--- src/rtl/riscv_pkg.sv ---
// riscv_pkg: opcodes, branch func3 codes and pcSrc encoding shared by the branch/hazard control slice.
package riscv_pkg;
   localparam logic [6:0] BRANCH = 7'b1100011;
   localparam logic [6:0] JAL    = 7'b1101111;
   localparam logic [6:0] JALR   = 7'b1100111;
   localparam logic [6:0] LOAD   = 7'b0000011;
   typedef enum logic [2:0] {
      F3_BEQ  = 3'b000,
      F3_BNE  = 3'b001,
      F3_BLT  = 3'b100,
      F3_BGE  = 3'b101,
      F3_BLTU = 3'b110,
      F3_BGEU = 3'b111
   } br_f3_e;
   localparam logic [1:0] PC_SEQ  = 2'b00;
   localparam logic [1:0] PC_BR   = 2'b01;
   localparam logic [1:0] PC_JALR = 2'b10;
   localparam logic [1:0] PC_FALL = 2'b11;
endpackage

--- src/rtl/riscv_branch_hazard_ctrl_if.sv ---
// riscv_branch_hazard_ctrl_if: pipeline-side signals of the branch/hazard controller; slave is the controller.
interface riscv_branch_hazard_ctrl_if #(
   parameter int BHT_ENTRIES = 16,
   parameter int CNT_W       = 32
);
   localparam int IW = $clog2(BHT_ENTRIES);
   logic             exValid;
   logic [6:0]       exOpcode;
   logic [2:0]       exFunc3;
   logic             zero, lessThan, lessThanU;
   logic             exPredTaken;
   logic [IW-1:0]    exBhtIdx, ifBhtIdx;
   logic             exMemRead;
   logic [4:0]       exRd, idRs1, idRs2;
   logic             idUseRs1, idUseRs2;
   logic             perfClr;
   logic [1:0]       pcSrc;
   logic             flushIfId, flushIdEx, stall, ifPredTaken;
   logic [CNT_W-1:0] branchCnt, mispredCnt, stallCnt;
   modport master (
      output exValid, exOpcode, exFunc3, zero, lessThan, lessThanU, exPredTaken, exBhtIdx, ifBhtIdx,
             exMemRead, exRd, idRs1, idRs2, idUseRs1, idUseRs2, perfClr,
      input  pcSrc, flushIfId, flushIdEx, stall, ifPredTaken, branchCnt, mispredCnt, stallCnt
   );
   modport slave (
      input  exValid, exOpcode, exFunc3, zero, lessThan, lessThanU, exPredTaken, exBhtIdx, ifBhtIdx,
             exMemRead, exRd, idRs1, idRs2, idUseRs1, idUseRs2, perfClr,
      output pcSrc, flushIfId, flushIdEx, stall, ifPredTaken, branchCnt, mispredCnt, stallCnt
   );
endinterface

--- src/rtl/riscv_bht.sv ---
// riscv_bht: table of 2-bit saturating branch counters, async read of the MSB, one update port.
module riscv_bht #(
   parameter int BHT_ENTRIES = 16,
   localparam int IW = $clog2(BHT_ENTRIES)
) (
   input  logic          clk,
   input  logic          rst_n,
   input  logic [IW-1:0] rd_idx,
   output logic          rd_taken,
   input  logic [IW-1:0] wr_idx,
   input  logic          wr_taken,
   input  logic          wr_valid
);
   logic [1:0] tbl [BHT_ENTRIES];
   logic [1:0] cur;
   assign rd_taken = tbl[rd_idx][1];
   assign cur = tbl[wr_idx];
   always_ff @(posedge clk or negedge rst_n) begin
      if (!rst_n) begin
         for (int i = 0; i < BHT_ENTRIES; i++) tbl[i] <= 2'b01;
      end else if (wr_valid) begin
         tbl[wr_idx] <= wr_taken ? ((&cur) ? cur : cur + 2'd1) : ((|cur) ? cur - 2'd1 : cur);
      end
   end
endmodule

--- src/rtl/riscv_branch_hazard_ctrl.sv ---
// riscv_branch_hazard_ctrl: EX branch/jump resolution, flush and load-use stall control, saturating perf counters.
// Defining RISCV_BHT_EN adds a 2-bit branch history table driving ifPredTaken.
module riscv_branch_hazard_ctrl
   import riscv_pkg::*;
#(
   parameter int BHT_ENTRIES = 16,
   parameter int CNT_W       = 32
) (
   input logic clk,
   input logic rst_n,
   riscv_branch_hazard_ctrl_if.slave bus
);
   logic       is_br, cond_br, flag, taken, pred, hazard, redirect;
   logic [1:0] pc_src;
   logic [CNT_W-1:0] br_cnt, mis_cnt, st_cnt;
   always_comb begin
      is_br    = bus.exValid && bus.exOpcode == BRANCH;
      cond_br  = is_br && bus.exFunc3[2:1] != 2'b01;
      // func3[2] picks signed/unsigned less-than over equality, func3[0] inverts the sense
      flag     = bus.exFunc3[2] ? (bus.exFunc3[1] ? bus.lessThanU : bus.lessThan) : bus.zero;
      taken    = cond_br && (flag ^ bus.exFunc3[0]);
      pc_src   = !bus.exValid               ? PC_SEQ  :
                 bus.exOpcode == JAL        ? PC_BR   :
                 bus.exOpcode == JALR       ? PC_JALR :
                 !is_br                     ? PC_SEQ  :
                 (taken && !pred)           ? PC_BR   :
                 (!taken && pred)           ? PC_FALL : PC_SEQ;
      redirect = pc_src != PC_SEQ;
      hazard   = bus.exValid && bus.exMemRead && bus.exRd != 5'd0 &&
                 ((bus.idUseRs1 && bus.idRs1 == bus.exRd) || (bus.idUseRs2 && bus.idRs2 == bus.exRd));
   end
   assign bus.pcSrc     = pc_src;
   assign bus.flushIfId = redirect;
   assign bus.flushIdEx = redirect;
   assign bus.stall     = hazard && !redirect;
`ifdef RISCV_BHT_EN
   assign pred = bus.exPredTaken;
   riscv_bht #(.BHT_ENTRIES(BHT_ENTRIES)) u_bht (
      .clk      (clk),
      .rst_n    (rst_n),
      .rd_idx   (bus.ifBhtIdx),
      .rd_taken (bus.ifPredTaken),
      .wr_idx   (bus.exBhtIdx),
      .wr_taken (taken),
      .wr_valid (cond_br)
   );
`else
   logic unused_bht;
   assign pred = 1'b0;
   assign bus.ifPredTaken = 1'b0;
   assign unused_bht = ^{bus.exPredTaken, bus.exBhtIdx, bus.ifBhtIdx};
`endif
   always_ff @(posedge clk or negedge rst_n) begin
      if (!rst_n) begin
         br_cnt  <= '0;
         mis_cnt <= '0;
         st_cnt  <= '0;
      end else if (bus.perfClr) begin
         br_cnt  <= '0;
         mis_cnt <= '0;
         st_cnt  <= '0;
      end else begin
         if (cond_br && !(&br_cnt)) br_cnt <= br_cnt + 1'b1;
         if (redirect && !(&mis_cnt)) mis_cnt <= mis_cnt + 1'b1;
         if (bus.stall && !(&st_cnt)) st_cnt <= st_cnt + 1'b1;
      end
   end
   assign bus.branchCnt  = br_cnt;
   assign bus.mispredCnt = mis_cnt;
   assign bus.stallCnt   = st_cnt;
endmodule

--- src/flat_wrapper.sv ---
// flat-port wrapper written by rule: the top's interface ports become plain ports
module riscv_branch_hazard_ctrl_flat import riscv_pkg::*;
#(
   parameter int BHT_ENTRIES = 16,
   parameter int CNT_W       = 32
)
  (clk, rst_n, bus_exValid, bus_exOpcode, bus_exFunc3, bus_zero, bus_lessThan, bus_lessThanU, bus_exPredTaken, bus_exBhtIdx, bus_ifBhtIdx, bus_exMemRead, bus_exRd, bus_idRs1, bus_idRs2, bus_idUseRs1, bus_idUseRs2, bus_perfClr, bus_pcSrc, bus_flushIfId, bus_flushIdEx, bus_stall, bus_ifPredTaken, bus_branchCnt, bus_mispredCnt, bus_stallCnt);
  riscv_branch_hazard_ctrl_if #(.BHT_ENTRIES(BHT_ENTRIES), .CNT_W(CNT_W)) bus_i ();
  input logic clk;
  input logic rst_n;
  input wire logic [$bits(bus_i.exValid)-1:0] bus_exValid;
  input wire logic [$bits(bus_i.exOpcode)-1:0] bus_exOpcode;
  input wire logic [$bits(bus_i.exFunc3)-1:0] bus_exFunc3;
  input wire logic [$bits(bus_i.zero)-1:0] bus_zero;
  input wire logic [$bits(bus_i.lessThan)-1:0] bus_lessThan;
  input wire logic [$bits(bus_i.lessThanU)-1:0] bus_lessThanU;
  input wire logic [$bits(bus_i.exPredTaken)-1:0] bus_exPredTaken;
  input wire logic [$bits(bus_i.exBhtIdx)-1:0] bus_exBhtIdx;
  input wire logic [$bits(bus_i.ifBhtIdx)-1:0] bus_ifBhtIdx;
  input wire logic [$bits(bus_i.exMemRead)-1:0] bus_exMemRead;
  input wire logic [$bits(bus_i.exRd)-1:0] bus_exRd;
  input wire logic [$bits(bus_i.idRs1)-1:0] bus_idRs1;
  input wire logic [$bits(bus_i.idRs2)-1:0] bus_idRs2;
  input wire logic [$bits(bus_i.idUseRs1)-1:0] bus_idUseRs1;
  input wire logic [$bits(bus_i.idUseRs2)-1:0] bus_idUseRs2;
  input wire logic [$bits(bus_i.perfClr)-1:0] bus_perfClr;
  output wire logic [$bits(bus_i.pcSrc)-1:0] bus_pcSrc;
  output wire logic [$bits(bus_i.flushIfId)-1:0] bus_flushIfId;
  output wire logic [$bits(bus_i.flushIdEx)-1:0] bus_flushIdEx;
  output wire logic [$bits(bus_i.stall)-1:0] bus_stall;
  output wire logic [$bits(bus_i.ifPredTaken)-1:0] bus_ifPredTaken;
  output wire logic [$bits(bus_i.branchCnt)-1:0] bus_branchCnt;
  output wire logic [$bits(bus_i.mispredCnt)-1:0] bus_mispredCnt;
  output wire logic [$bits(bus_i.stallCnt)-1:0] bus_stallCnt;
  assign bus_i.exValid = bus_exValid;
  assign bus_i.exOpcode = bus_exOpcode;
  assign bus_i.exFunc3 = bus_exFunc3;
  assign bus_i.zero = bus_zero;
  assign bus_i.lessThan = bus_lessThan;
  assign bus_i.lessThanU = bus_lessThanU;
  assign bus_i.exPredTaken = bus_exPredTaken;
  assign bus_i.exBhtIdx = bus_exBhtIdx;
  assign bus_i.ifBhtIdx = bus_ifBhtIdx;
  assign bus_i.exMemRead = bus_exMemRead;
  assign bus_i.exRd = bus_exRd;
  assign bus_i.idRs1 = bus_idRs1;
  assign bus_i.idRs2 = bus_idRs2;
  assign bus_i.idUseRs1 = bus_idUseRs1;
  assign bus_i.idUseRs2 = bus_idUseRs2;
  assign bus_i.perfClr = bus_perfClr;
  assign bus_pcSrc = bus_i.pcSrc;
  assign bus_flushIfId = bus_i.flushIfId;
  assign bus_flushIdEx = bus_i.flushIdEx;
  assign bus_stall = bus_i.stall;
  assign bus_ifPredTaken = bus_i.ifPredTaken;
  assign bus_branchCnt = bus_i.branchCnt;
  assign bus_mispredCnt = bus_i.mispredCnt;
  assign bus_stallCnt = bus_i.stallCnt;
  riscv_branch_hazard_ctrl #(.BHT_ENTRIES(BHT_ENTRIES), .CNT_W(CNT_W)) u_core (.clk(clk), .rst_n(rst_n), .bus(bus_i));
endmodule
--- config.mk ---
export PLATFORM = sky130hd
export DESIGN_NAME = riscv_branch_hazard_ctrl_flat
export DESIGN_NICKNAME = d
export VERILOG_FILES = /design/src/rtl/riscv_pkg.sv /design/src/rtl/riscv_branch_hazard_ctrl_if.sv /design/src/rtl/riscv_bht.sv /design/src/rtl/riscv_branch_hazard_ctrl.sv /design/src/flat_wrapper.sv
export SDC_FILE = /design/constraint.sdc
export NUM_CORES = 1
export LEC_CHECK = 0
export ABC_AREA = 0
export CORE_UTILIZATION = 39
export DETAILED_ROUTE_END_ITERATION = 7
export PLACE_DENSITY = 0.65
export REMOVE_ABC_BUFFERS = 1
export SLEW_MARGIN = 10
export SYNTH_ARGS = -nofsm -noshare
export SYNTH_HDL_FRONTEND = slang
export SYNTH_SLANG_ARGS = --single-unit
--- constraint.sdc ---
create_clock -name clk -period 3.4 [get_ports clk]
set_input_delay 0.34 -clock clk [delete_from_list [all_inputs] [get_ports clk]]
set_output_delay 0.34 -clock clk [all_outputs]
set_load 0.02 [all_outputs]
### Word level (Yosys, flattened, before mapping)

Cells that the tools add are included.

* add/sub/neg operators: 3
* equality and inequality tests: 6
* multiplexer cells: 13
* bitwise logic cells: 1
* reduce and logical (&&, ||, !) cells: 25

Operators with widths (count)
* 32-bit 2-to-1 mux: 6
* 32-bit by 1-bit adder with 32-bit output (second input constant): 3
* 32-bit AND reduction: 3
* 7-bit == test (second input constant): 3
* 1-bit logical AND: 12
* 5-bit == test: 2
* 2-bit 2-to-1 mux: 4
* 2-bit nonzero test: 4
* 5-bit nonzero test: 1
* 1-bit zero test: 4
* 1-bit 2-to-1 mux: 3
* 2-bit by 1-bit inequality test with 1-bit output (second input constant): 1
* 1-bit logical OR: 1
* 1-bit XOR: 1

* bits in registers: 96
* bits of input ports: 44
* output and inout bits: 102
* word-level logic and storage cells: 51

### Depth between registers and ports, before layout

Gate-level depths: netlist (run 1).

* word-level depth: 15
* mapped depth: 9
* gate-level depth less buffers: 8

### Worst setup path after synthesis (run 1)

No wires, ideal clock.

* kind: register to register
* start: register u_core.br_cnt[0], in the netlist u_core.bus.branchCnt[0]
* end: register u_core.br_cnt[26], in the netlist u_core.bus.branchCnt[26]
* setup time: 0.078 ns
* data arrival time: 2.092 ns
* data required time: 3.322 ns
* setup slack: 1.229 ns
* stages on the path, launching flop included: 9
* buffers on the path: 1
* clock period less this slack: 2.171 ns
* cell sequence: dfrtp_1 -> ha_1 -> and3_1 -> and3_1 -> nand3_1 -> or4_1 -> buf_2 -> or3_1 -> a21oi_1

* word-level cells in the longest chain between the ends: 4
* elaborated cells between the ends (all ways): 7
* classes of those cells: add/sub: 1; mux: 2; reduce/logical: 4

RTL lines
* start: declaration: RTL line riscv_branch_hazard_ctrl.sv:15 `logic [CNT_W-1:0] br_cnt, mis_cnt, st_cnt;`
* start signal: assignment: RTL line riscv_branch_hazard_ctrl.sv:63 `if (cond_br && !(&br_cnt)) br_cnt <= br_cnt + 1'b1;`
* branches (longest 4 deep; another with 32-bit by 1-bit adder with 32-bit output)

Parallel ways; which one is timed is not known. The select of a mux whose other input is x is not followed.
A chain may end at the register's enable or synchronous reset.

### Worst setup path after layout (run 1)

* start: input bus_exFunc3[1]
* end: output bus_flushIfId

* word-level cells in the longest chain between the ends: 10
* elaborated cells between the ends (all ways): 12
* classes of those cells: eq/ne: 1; mux: 7; bitwise: 1; reduce/logical: 3

RTL lines
* start: declaration: RTL line flat_wrapper.sv:13 `input wire logic [$bits(bus_i.exFunc3)-1:0] bus_exFunc3;`
* 1-bit 2-to-1 mux (2 in series): RTL line riscv_branch_hazard_ctrl.sv:20 `flag = bus.exFunc3[2] ? (bus.exFunc3[1] ? bus.lessThanU : bus.lessThan) : bus.zero;`
* 1-bit XOR: RTL line riscv_branch_hazard_ctrl.sv:21 `taken = cond_br && (flag ^ bus.exFunc3[0]);`
* 1-bit logical AND *: RTL line riscv_branch_hazard_ctrl.sv:21
* 1-bit 2-to-1 mux *: RTL line riscv_branch_hazard_ctrl.sv:26 `(taken && !pred) ? PC_BR :`
* 2-bit 2-to-1 mux *: RTL line riscv_branch_hazard_ctrl.sv:25 `!is_br ? PC_SEQ :`
* 2-bit 2-to-1 mux *: RTL line riscv_branch_hazard_ctrl.sv:24 `bus.exOpcode == JALR ? PC_JALR :`
* 2-bit 2-to-1 mux *: RTL line riscv_branch_hazard_ctrl.sv:23 `bus.exOpcode == JAL ? PC_BR :`
* 2-bit 2-to-1 mux *: RTL line riscv_branch_hazard_ctrl.sv:22 `pc_src = !bus.exValid ? PC_SEQ :`
* 2-bit nonzero test *: RTL line riscv_branch_hazard_ctrl.sv:28 `redirect = pc_src != PC_SEQ;`
* end: declaration: RTL line flat_wrapper.sv:28 `output wire logic [$bits(bus_i.flushIfId)-1:0] bus_flushIfId;`

Mark *: on every way between the ends. The rest lies on a longest branch, timed or not.

==> qor_table.md, run 1 <==
| Parameter | Reported |
|---|---|
| Fraction of the yosys area taken by sequential cells | 0.438 |
| Cell types with the highest counts after synthesis | 110 x sky130_fd_sc_hd__nor2_1, 96 x sky130_fd_sc_hd__dfrtp_1, 48 x sky130_fd_sc_hd__xnor2_1, 45 x sky130_fd_sc_hd__nand2_1, 41 x sky130_fd_sc_hd__nand3_1 |
| Synth top area share | 0.438 |
| Starting Density | 0.406 |
| Final cell utilization of the core | 0.536 |
| Worst setup timing slack at the placement stage | 0.451 ns |
| I/O pin total | 146 |
| Power consumption | 2.22 mW |
| Part of the total power dissipated in the clock network | 0.427 |
| Antenna viol nets, final | 0 |
| Worst-case setup margin in the final layout | 0.439 ns |
| Max stage delay cell, worst path | sky130_fd_sc_hd__clkdlybuf4s50_1 |
| Clock insertion delay at the later pin of the skew report | 0.34 ns |
| Area Overhead vs Synth | 31.9% |
| Number of synthesized flops with an enable pin | 0 |
| Detailed Route WL | 14.1 mm |
| Final period demand of the worst path | 2.96 ns |
| Cell internal power dissipation | 1.72 mW |
| Fraction of registers with async set/reset | 1.00 |
| Standard-cell row count | 42 |
| Overall via count from detail_route | 4910 |
| Share of post-route cells with drive strength above 1 | 0.0666 |
| Syn Inst Count | 603 |
| Maximum single-stage delay on the critical path | 0.67 ns |
| Average wire per cell in the routed design | 15.5 µm |
| Synthesized area per cell | 9.10 µm² |
| Top fanout value on the critical path | 17 |
| First DRT Iteration DRCs | 231 |
| Wire length of the first global-routing pass | 23.7 mm |
| Most area-consuming cells after synthesis | sky130_fd_sc_hd__dfrtp_1 44%, sky130_fd_sc_hd__xnor2_1 7.7%, sky130_fd_sc_hd__nor2_1 7.5%, sky130_fd_sc_hd__xor2_1 6.2%, sky130_fd_sc_hd__nand3_1 3.7% |
| Dominant cell type by area after synthesis | sky130_fd_sc_hd__dfrtp_1 |
| Total placed cells including tap cells | 897 |
| Yosys synthesis warning count | 0 |
| Largest voltage drop on the vdd net | 0.000186 V |
| CP startpoint kind | input port |
| Final Hold Viols | 0 |
| Post-route fraction of the period consumed by the critical path | 0.871 |
| Setup violations, final | 0 |
| Post-route non-filler standard cell count | 912 |
| Total of buffers placed on input and output ports | 135 |
| Avg Vias per Cell | 5.38 |
| List of cells traversed by the critical path | clkdlybuf4s50_1, mux2i_1, a211oi_1, o21ai_2, a21o_4, inv_2, clkdlybuf4s50_1 |
| Sequential fraction of design power | 0.516 |
| Total cell area at the placement stage | 6960 µm² |
| CTS tree | done |
| Hold bufs inserted after CTS | 0 |
| Worst slew pin tran | 0.910 ns |
| Clock skew | 0.00935 ns |
| Overall overflow remaining after global route | 0 |
| HP Class | in2async |
| Crit-path most repeated cell | sky130_fd_sc_hd__clkdlybuf4s50_1 |
| Flip-flop and latch count after synthesis | 96 |
| CTS max path bufs | 2 |
| Antenna violations before repair | 0 |
| Routability congestion estimate | 0.862 |
| Relative slew slack | 0.393 |
| Power density over cell area | 306 nW/µm² |
| Total GRT Usage | 0.203 |
| Switching power total | 0.492 mW |
| Critical setup path kind | in2out |
| Maximum number of pins on one net before global-route repair | 62 |
| Clock transition at the register clock pins on the worst setup and hold paths after CTS | 0.06 ns |
| Total iterations of the first detailed-routing run | 5 |
| Number of unique standard cell types used by synthesis | 60 |
| Buffer count from post-CTS setup fixing | 0 |
| Number of global-route vias before repair | 4820 |
| Height of the chip | 121 µm |
| Most common cell in the synthesized netlist | sky130_fd_sc_hd__nor2_1 |
| Antenna Cells | 0 |
| Sw Ratio | 0.222 |
| # Max-Cap Violations | 0 |
| Area of the placeable core | 13500 µm² |
| Resized Gates After CTS | 0 |
| Cell area after synthesis | 5490 µm² |
| Hold slack final | 0.0866 ns |
| Fill cell total of the finished layout | 1191 |
| Highest achievable clock rate | 338 MHz |
| X dimension of the die | 121 µm |
| Final-layout setup total negative slack | 0 ns |
| CTS sink cnt | 96 |
| DIE AREA | 14500 µm² |
| Result of the run | completed |
| Master cell of the clock root buffer | sky130_fd_sc_hd__clkbuf_16 |
| Combinational group share of total power | 0.057 |
| Most instantiated flip-flop cell in the synthesis netlist | sky130_fd_sc_hd__dfrtp_1 |
| Leak pwr | 2.77 nW |
| Unrepaired setup endpoints after global routing | false |
| Post-layout net count | 779 |
| Worst path arrival time | 2.62 ns |
| Inserted Clock Buffers | 9 |
| DRC violations left | 0 |
| Max-slew violation total from the final report | 0 |
| Critical Path RT | 3.06 ns |
| Clock H-tree levels | 3 |
| Sort of element at the end of the critical path | output port |
| DP HPWL | 10.5 mm |
| Summed area of non-filler cells in the final layout | 7240 µm² |
worst paths after layout:
path,to,cells after the start,slack (ns),start
min reg2reg,u_core.bus.branchCnt[29],2,0.57,u_core.bus.branchCnt[29]
min in group clk,u_core.bus.branchCnt[29],2,0.57,u_core.bus.branchCnt[29]
max,bus_flushIfId,7,0.44,bus_exFunc3[1]
min,u_core.bus.mispredCnt[19],1,0.09,rst_n
max reg2reg,u_core.bus.branchCnt[17],7,1.05,u_core.bus.branchCnt[20]
max in group asynchronous,u_core.bus.branchCnt[29],2,2.53,rst_n
critical path, delay by kind of cell:
family,cells,cell delay (ns)
AO/OA/AOI/OAI,3,0.76
buffers and inverters,3,1.42
multiplexers,1,0.10
power groups by stage:
stage | clock network [mW] | registers, mW | logic (mW)
floorplan | 0 | 1.16 | 0.0304
global placement | 0 | 1.16 | 0.126
detailed placement | 0 | 1.16 | 0.129
CTS | 0.978 | 1.14 | 0.129
global route | 1.02 | 1.14 | 0.140
finish | 0.947 | 1.14 | 0.126
area by class of cell:
class	count	area [µm²]	area share
inverter	11	41.3	0.00571
sequential	96	2400	0.332
clock buffer	11	253	0.0349
clock inverter	4	20.0	0.00277
multi-input combinational	472	2900	0.401
timing repair buffer	142	1400	0.193
tap	176	220	0.0304
state kept, by name, summed over array words and instances, names as in the netlist:
name                   count
u_core.bus.branchCnt      32
u_core.bus.mispredCnt     32
u_core.bus.stallCnt       32
layer usage:
layer / track usage / routed length [µm] / part of all wire
met3: 0.0274 / 524 / 0.037
met4: 0.0633 / 202 / 0.014
met1: 0.267 / 6360 / 0.45
met5: 0 / 0 / 0
met2: 0.346 / 7010 / 0.50
kinds of logic after synthesis:
group	Yosys count	share of synthesized area
DFF	96	0.438
muxes	8	0.0155
xor gates and xnor gates	87	0.139
buffers and inverters	35	0.0340
and+or+nand+nor	334	0.312
adders and majority gates	3	0.00684
other	1	0.000683
AOI/OAI and AO/OA	39	0.0538
layout by cell type, fill, tap and decap left out, types with 8 or more instances in the layout:
master / Yosys / routed
sky130_fd_sc_hd__nor2_1: 110 / 110
sky130_fd_sc_hd__a21oi_1: 11 / 11
sky130_fd_sc_hd__clkbuf_16: 0 / 9
sky130_fd_sc_hd__nor4_1: 11 / 11
sky130_fd_sc_hd__nand3_1: 41 / 41
sky130_fd_sc_hd__xnor2_1: 48 / 48
sky130_fd_sc_hd__o21ai_0: 9 / 9
sky130_fd_sc_hd__nand4_1: 32 / 32
sky130_fd_sc_hd__nand2_1: 45 / 45
sky130_fd_sc_hd__clkdlybuf4s50_1: 0 / 133
sky130_fd_sc_hd__and3_1: 18 / 18
sky130_fd_sc_hd__dfrtp_1: 96 / 96
sky130_fd_sc_hd__inv_1: 10 / 10
sky130_fd_sc_hd__buf_4: 4 / 8
sky130_fd_sc_hd__xor2_1: 39 / 39
sky130_fd_sc_hd__nor3_1: 25 / 25
No activity file was read; power rests on OpenSTA's default activity.
==> run 2: changes to the inputs <==
GPL_ROUTABILITY_DRIVEN = 0   (was not set)
==> results of run 2 <==
No change in the layout: final DEF, timing and power equal those of run 1.
